`src/rtl/edge_event_arbiter.sv`:
```
// Multi-channel edge-event front end.
// Each channel's level input is synchronized, and its rising/falling edges are
// detected and held as one pending event per channel. Pending events are
// granted round-robin onto a single valid/ready port. An edge that hits an
// occupied pending slot is dropped and raises a sticky overflow flag.
module edge_event_arbiter #(
  parameter int N_CH        = 4,
  parameter int ID_W        = 2,
  parameter int SYNC_STAGES = 2
) (
  input  logic            clk,
  input  logic            reset,
  input  logic [N_CH-1:0] sig_in,
  input  logic [N_CH-1:0] pos_en,
  input  logic [N_CH-1:0] neg_en,
  output logic            evt_valid,
  input  logic            evt_ready,
  output logic [ID_W-1:0] evt_id,
  output logic            evt_rising,
  output logic [N_CH-1:0] overflow,
  input  logic            ovf_clr
);

  localparam int WARM_MAX = SYNC_STAGES + 1;
  localparam int WARM_W   = $clog2(WARM_MAX + 1);

  typedef enum logic {IDLE, OFFER} state_t;

  state_t            state;
  logic [N_CH-1:0]   sync_q [SYNC_STAGES];
  logic [N_CH-1:0]   prev_q;
  logic [N_CH-1:0]   sync_s;
  logic [WARM_W-1:0] warm_cnt;
  logic              warm_done;
  logic [N_CH-1:0]   rise;
  logic [N_CH-1:0]   fall;
  logic [N_CH-1:0]   edge_any;
  logic [N_CH-1:0]   pending;
  logic [N_CH-1:0]   pend_type;
  logic [N_CH-1:0]   hs_vec;
  logic [N_CH-1:0]   ovf_set;
  logic              hs;
  logic [ID_W-1:0]   last;
  logic [ID_W-1:0]   sel;
  logic [ID_W-1:0]   idx;
  logic              found;

  assign sync_s    = sync_q[SYNC_STAGES-1];
  assign warm_done = (warm_cnt == WARM_W'(WARM_MAX));
  assign rise      = warm_done ? (sync_s & ~prev_q & pos_en) : '0;
  assign fall      = warm_done ? (~sync_s & prev_q & neg_en) : '0;
  assign edge_any  = rise | fall;
  assign hs        = evt_valid & evt_ready;
  assign ovf_set   = edge_any & pending & ~hs_vec;

  // Synchronizer chain and previous-value register feeding the edge detector.
  always_ff @(posedge clk or posedge reset) begin
    if (reset) begin
      for (int k = 0; k < SYNC_STAGES; k++) sync_q[k] <= '0;
      prev_q <= '0;
    end else begin
      sync_q[0] <= sig_in;
      for (int k = 1; k < SYNC_STAGES; k++) sync_q[k] <= sync_q[k-1];
      prev_q <= sync_s;
    end
  end

  // Warm-up counter keeps detection off until the chain holds real samples.
  always_ff @(posedge clk or posedge reset) begin
    if (reset) begin
      warm_cnt <= '0;
    end else if (!warm_done) begin
      warm_cnt <= warm_cnt + 1'b1;
    end
  end

  // One-hot marker of the channel whose event is accepted this cycle.
  always_comb begin
    hs_vec = '0;
    if (hs) hs_vec[evt_id] = 1'b1;
  end

  // Per-channel pending slot: load on edge, reload on same-cycle grant, clear on grant.
  always_ff @(posedge clk or posedge reset) begin
    if (reset) begin
      pending   <= '0;
      pend_type <= '0;
    end else begin
      for (int i = 0; i < N_CH; i++) begin
        if (edge_any[i]) begin
          if (!pending[i] || hs_vec[i]) begin
            pending[i]   <= 1'b1;
            pend_type[i] <= rise[i];
          end
        end else if (hs_vec[i]) begin
          pending[i] <= 1'b0;
        end
      end
    end
  end

  // Sticky overflow flags; a new drop wins over a simultaneous clear.
  always_ff @(posedge clk or posedge reset) begin
    if (reset) begin
      overflow <= '0;
    end else begin
      overflow <= (ovf_clr ? '0 : overflow) | ovf_set;
    end
  end

  // Round-robin search for the first pending channel after the last grant.
  always_comb begin
    found = 1'b0;
    sel   = '0;
    idx   = '0;
    for (int k = 0; k < N_CH; k++) begin
      idx = ID_W'((int'(last) + 1 + k) % N_CH);
      if (!found && pending[idx]) begin
        found = 1'b1;
        sel   = idx;
      end
    end
  end

  // Offer FSM with registered outputs; one bubble cycle follows every handshake.
  always_ff @(posedge clk or posedge reset) begin
    if (reset) begin
      state      <= IDLE;
      evt_valid  <= 1'b0;
      evt_id     <= '0;
      evt_rising <= 1'b0;
      last       <= ID_W'(N_CH - 1);
    end else begin
      case (state)
        IDLE: begin
          if (found) begin
            evt_id     <= sel;
            evt_rising <= pend_type[sel];
            evt_valid  <= 1'b1;
            state      <= OFFER;
          end
        end
        OFFER: begin
          if (evt_ready) begin
            last      <= evt_id;
            evt_valid <= 1'b0;
            state     <= IDLE;
          end
        end
        default: begin
          evt_valid <= 1'b0;
          state     <= IDLE;
        end
      endcase
    end
  end

endmodule
```
`config.mk`:
```
export PLATFORM = sky130hd
export DESIGN_NAME = edge_event_arbiter
export DESIGN_NICKNAME = d
export VERILOG_FILES = /design/src/rtl/edge_event_arbiter.sv
export SDC_FILE = /design/constraint.sdc
export NUM_CORES = 1
export LEC_CHECK = 0
export BUFFER_PORTS_ARGS = -buffer_cell sky130_fd_sc_hd__clkbuf_2
export CORE_ASPECT_RATIO = 1.75
export CORE_MARGIN = 5
export CORE_UTILIZATION = 53
export CTS_BUF_LIST = sky130_fd_sc_hd__clkbuf_16
export DETAILED_ROUTE_END_ITERATION = 12
export PLACE_DENSITY = 0.76
export SYNTH_ARGS = -nofsm -noshare
export SYNTH_HDL_FRONTEND = slang
export SYNTH_SLANG_ARGS = --single-unit
```
`constraint.sdc`:
```
create_clock -name clk -period 1.9 [get_ports clk]
set_input_delay 0.095 -clock clk [delete_from_list [all_inputs] [get_ports clk]]
set_output_delay 0.095 -clock clk [all_outputs]
set_load 0.05 [all_outputs]
```
### After elaboration in Yosys (flattened, before gate mapping)

Index checks and enable logic that the tools add are counted.

* add/subtract/negate cells: 5
* order comparisons: 7
* eq/ne operators: 7
* muxes and demuxes: 42
* bitwise logic cells: 13
* reduce and logical (&&, ||, !) cells: 30

Operator list (number)
* $mux 1: 26
* $and 4x4->4: 6
* $reduce_and 2->1: 11
* $lt 2x3->1 const B: 6
* $mux 4: 4
* $not 4->4: 3
* $bmux 1 s2: 5
* $mux 2: 4
* $ne 2x1->1 const B: 4
* $or 4x4->4: 2
* $reduce_bool 2->1: 4
* $logic_not 1->1: 7
* $add 2x2->2 const B: 3
* $add 2x1->2 const B: 2
* $logic_and 1x1->1: 4
* $logic_or 1x1->1: 4
* $ne 2x2->1 const B: 2
* $pmux 1 s2: 2
* $demux 1 s2: 1
* $eq 2x2->1 const B: 1
* $ge 2x1->1 const B: 1
* $and 1x1->1: 1
* $not 1->1: 1

* bits in registers: 33

### Logic depth before layout (Yosys ltp)

* word-level depth: 15
* mapped depth: 5

### Worst setup path after synthesis

No wires, ideal clock.

* kind: register -> register
* start: register evt_id[1]
* end: register pend_type[0]
* setup time: 121 ps
* arrival time: 1433 ps
* required time: 1779 ps
* slack: 346 ps
* cell stages (with the launch flop): 6
* path buffers: 0
* clock period less this slack: 1554 ps
* path through: dfrtp_1 > nand3b_1 > o21ai_0 > nand4_1 > a21oi_1 > nor2_1

* longest elaborated chain between the ends: 7

RTL lines
* start, declared: RTL line 18 `output logic [ID_W-1:0] evt_id,`
* start signal, assigned: RTL line 137 `evt_id <= sel;`
* $lt 2x3->1 (implied by the code) / $ge 2x1->1 (equally long branches): RTL line 80 `if (hs) hs_vec[evt_id] = 1'b1;`
* $logic_and 1x1->1 (implied by the code): RTL line 80
* $mux 1 (implied by the code): RTL line 80
* $demux 1 s2 *: RTL line 80
* $mux 4 *: RTL line 80
* $logic_or 1x1->1 *: RTL line 91 `if (!pending[i] || hs_vec[i]) begin`
* $reduce_and 2->1 (no source line) *
* end signal, assigned by index: RTL line 93 `pend_type[i] <= rise[i];`
* end, declared: RTL line 39 `logic [N_CH-1:0] pend_type;`

Every way passes the cells marked *; elsewhere a longest branch is shown, timed or not.
A chain may end at the register's enable or synchronous reset.

### Final worst setup path

* start: register last[0]
* end: register evt_rising

* longest elaborated chain between the ends: 15

RTL lines
* start, declared: RTL line 43 `logic [ID_W-1:0] last;`
* start signal, assigned: RTL line 132 `last <= ID_W'(N_CH - 1);`
* start signal, assigned: RTL line 145 `last <= evt_id;`
* $add 2x1->2 *: RTL line 117 `idx = ID_W'((int'(last) + 1 + k) % N_CH);`
* branches (longest 14 deep; another with $add 2x2->2)
* end signal, assigned: RTL line 138 `evt_rising <= pend_type[sel];`
* end, declared: RTL line 19 `output logic evt_rising,`

Mark *: on every way between the ends. The select of a mux whose other input is x is not followed.

==> run summary <==
outcome: finished, final reports clean
first drt pass iteration count: 4
arrival time worst endpoint: 1780 ps
Layout Skew: 4.751 ps
Longest Clk Path Bufs: 2
Sink Count: 33
vias in the first global route: 1,116
Worst-Margin Slew: 527.3 ps
Tmin final: 1607 ps
dpl hpwl: 2110 um
ant diodes: 0
WL final: 2822 um
Hold/Removal Path Class: input port to flip-flop
max-slew violations: 0
Yosys Warn Count: 0
syn avg cell area: 11.02 um2
Power Density: 1476 mW/mm2
Max Cap Violations: 0
Final Hold Slack: 43.29 ps
largest net degree at the start of global routing: 34
WS Path Type: flip-flop to flip-flop
CTS Root Buffer Type: clkbuf_16
worst skew pair latency: 280 ps
Core Region: 0.002462 mm2
Mapped Nets: 140
layout cells sized above 1: 24.53%
Layout Area Growth over Synthesis: 25.21%
Leak: 0.7807 nW
register area share after synthesis: 61.13%
nets: 176
DR WL/cell: 15.25 um
WL met2: 1527 um
Chip Width: 48.22 um
FP Rows: 24
number of port buffers: 23
DR vias: 1,048
final critical-path share of the clock period: 84.59%
total grt overflow: 0
Worst Setup End Kind: flip-flop
Yosys reg bits: 33
Tot GR Track Use: 19.29%
VDD IR-drop max: 0.001066 V
Max FO, Critical Path: 4
initial antenna violation count: 0
crit start category: flip-flop
Post-Syn Instances: 123
Die Y-Extent: 76.89 um
CTS tree: built
Via density: 5.665
DRT antenna net count: 0
fmax: 0.6222 GHz
total negative setup slack: 0 ps
DR iter-0 viols: 44
highest metal used: met4
Final setup viols: 0
H-Tree Level Count: 2
WL met1: 1042 um
Boundary Pins: 24
metal3 WL: 147 um
first-pass GRT wire length: 5057 um
Initial Utilization: 55.03%
Cell Area, Synth: 0.001355 mm2
Fillers: 199
RSZ-0062 raised after global routing: false
Synth cell types: 29
die area: 0.003708 mm2
relative slew slack: 64.48%
gpl congestion: 0.8850
Remaining DRCs: 0
Worst EP required: 2080 ps
CTS buffer count: 5
CTS clk-pin slew, worst paths: 50 ps
final hold viol count: 0
## power by group
part           switching [W]  total (W)  internal, W
clock network       0.000260   0.000726     0.000466
logic               0.000486   0.000768     0.000282
registers           0.000150    0.00101     0.000859
## worst max-delay path, stage by stage (launching register included)
cell and delay [ps]:
dfstp_2 560, and3b_1 220, o31ai_4 280, nand3_1 100, mux2_2 270, o311ai_1 80
## sequential cells by signal, indices dropped and copies added (netlist names)
signal and flops:
evt_rising 1, prev_q 4, evt_id 2, warm_cnt 2, pending 4, state 1, pend_type 4, sync_q 4
sync_s 4, last 2, overflow 4, evt_valid 1
## cell usage after synthesis, drive strengths merged
master / instances / share of area [%]
mux2: 3 / 2.5
a41oi: 1 / 0.65
nand3b: 2 / 1.1
dfstp: 2 / 3.9
or2: 1 / 0.46
a31oi: 3 / 1.4
nand2b: 2 / 0.92
nor2b: 3 / 1.4
clkbuf: 1 / 0.28
nand4: 3 / 1.4
inv: 7 / 1.9
dfrtp: 31 / 57
nor4: 1 / 0.46
o31ai: 1 / 1.6
nand2: 23 / 6.4
and2b: 2 / 1.3
a21oi: 5 / 1.8
xnor2: 1 / 0.65
nand3: 3 / 1.1
o21ai: 12 / 4.4
o311ai: 1 / 0.65
nand4b: 1 / 0.65
mux2i: 3 / 2.2
and3b: 1 / 0.65
ha: 1 / 0.92
nor2: 4 / 1.1
o221ai: 1 / 1.1
o22ai: 4 / 1.8
## cells in the final DEF (no fill, tap or decap), types with 3 or more instances in the layout
master	n
dlygate4sd3_1	5
nand3_1	3
inv_1	8
a21oi_1	5
clkbuf_16	5
nor2b_1	3
clkbuf_2	23
nand4_1	3
mux2_2	3
nor2_1	4
mux2i_1	3
o21ai_0	12
nand2_1	23
a31oi_1	3
o22ai_1	4
dfrtp_1	31
## per-layer routing
metal | track usage (%) | vias up
li1 | - | 503
met1 | 21.91 | 510
met2 | 29.45 | 26
met3 | 6.557 | 9
met4 | 11.32 | 0
met5 | 0 | -
## per-stage QoR
step | utilization [%] | setup WS (ps) | std cells | instance area [um2] | power, W
3_5_place_dp | 61.48 | 300.3 | 173 | 1514 | 0.001780
6_report | 68.90 | 292.8 | 185 | 1697 | 0.002503
3_3_place_gp | 61.48 | 380.2 | 173 | 1514 | 0.001736
4_1_cts | 68.90 | 293.5 | 185 | 1697 | 0.002520
5_1_grt | 68.90 | 192.6 | 185 | 1697 | 0.002652
2_1_floorplan | - | 346.1 | 123 | 1355 | 0.001558
## timing repair
action / in CTS / in global routing
setup endpoints to repair: 0 / 0
gates resized for setup: 0 / 0
buffers inserted: 0 / 0
hold buffers: 5 / 0
endpoints found under the hold margin: 35 / 0
## cell families (layout without fill, tap and decap cells)
family,count (synthesis),in the layout,share of synthesized area (%)
AND/OR/NAND/NOR,46,46,16.90
flip-flops,33,33,61.13
AO/OA/AOI/OAI,28,28,13.48
adder cells (fa/ha/maj),1,1,0.9232
buffers and inverters,8,44,2.216
XOR/XNOR,1,1,0.6465
multiplexers,6,6,4.709
## path summary, 6_finish.rpt
check / from / to / slack, ps / cells after the start
hold / removal: evt_ready / state / 40 / 2
hold reg to reg: sync_q[7] / sync_s[3] / 350 / 0
min in group asynchronous: reset / pend_type[0] / 430 / 4
max in group asynchronous: reset / last[1] / 1150 / 4
setup reg to reg: last[0] / evt_rising / 290 / 5
setup / recovery: last[0] / evt_rising / 290 / 5
## area by class of cell
class,count,area (um2),area share [%]
Inverter,7,26.28,1.549
Clock buffer,5,125.1,7.375
Timing Repair Buffer,30,180.2,10.62
Tap cell,26,32.53,1.917
Clock inverter,2,7.507,0.4425
Multi-Input combinational cell,82,496.7,29.28
Sequential cell,33,828.3,48.82
Power figures use the tool's default switching activity.
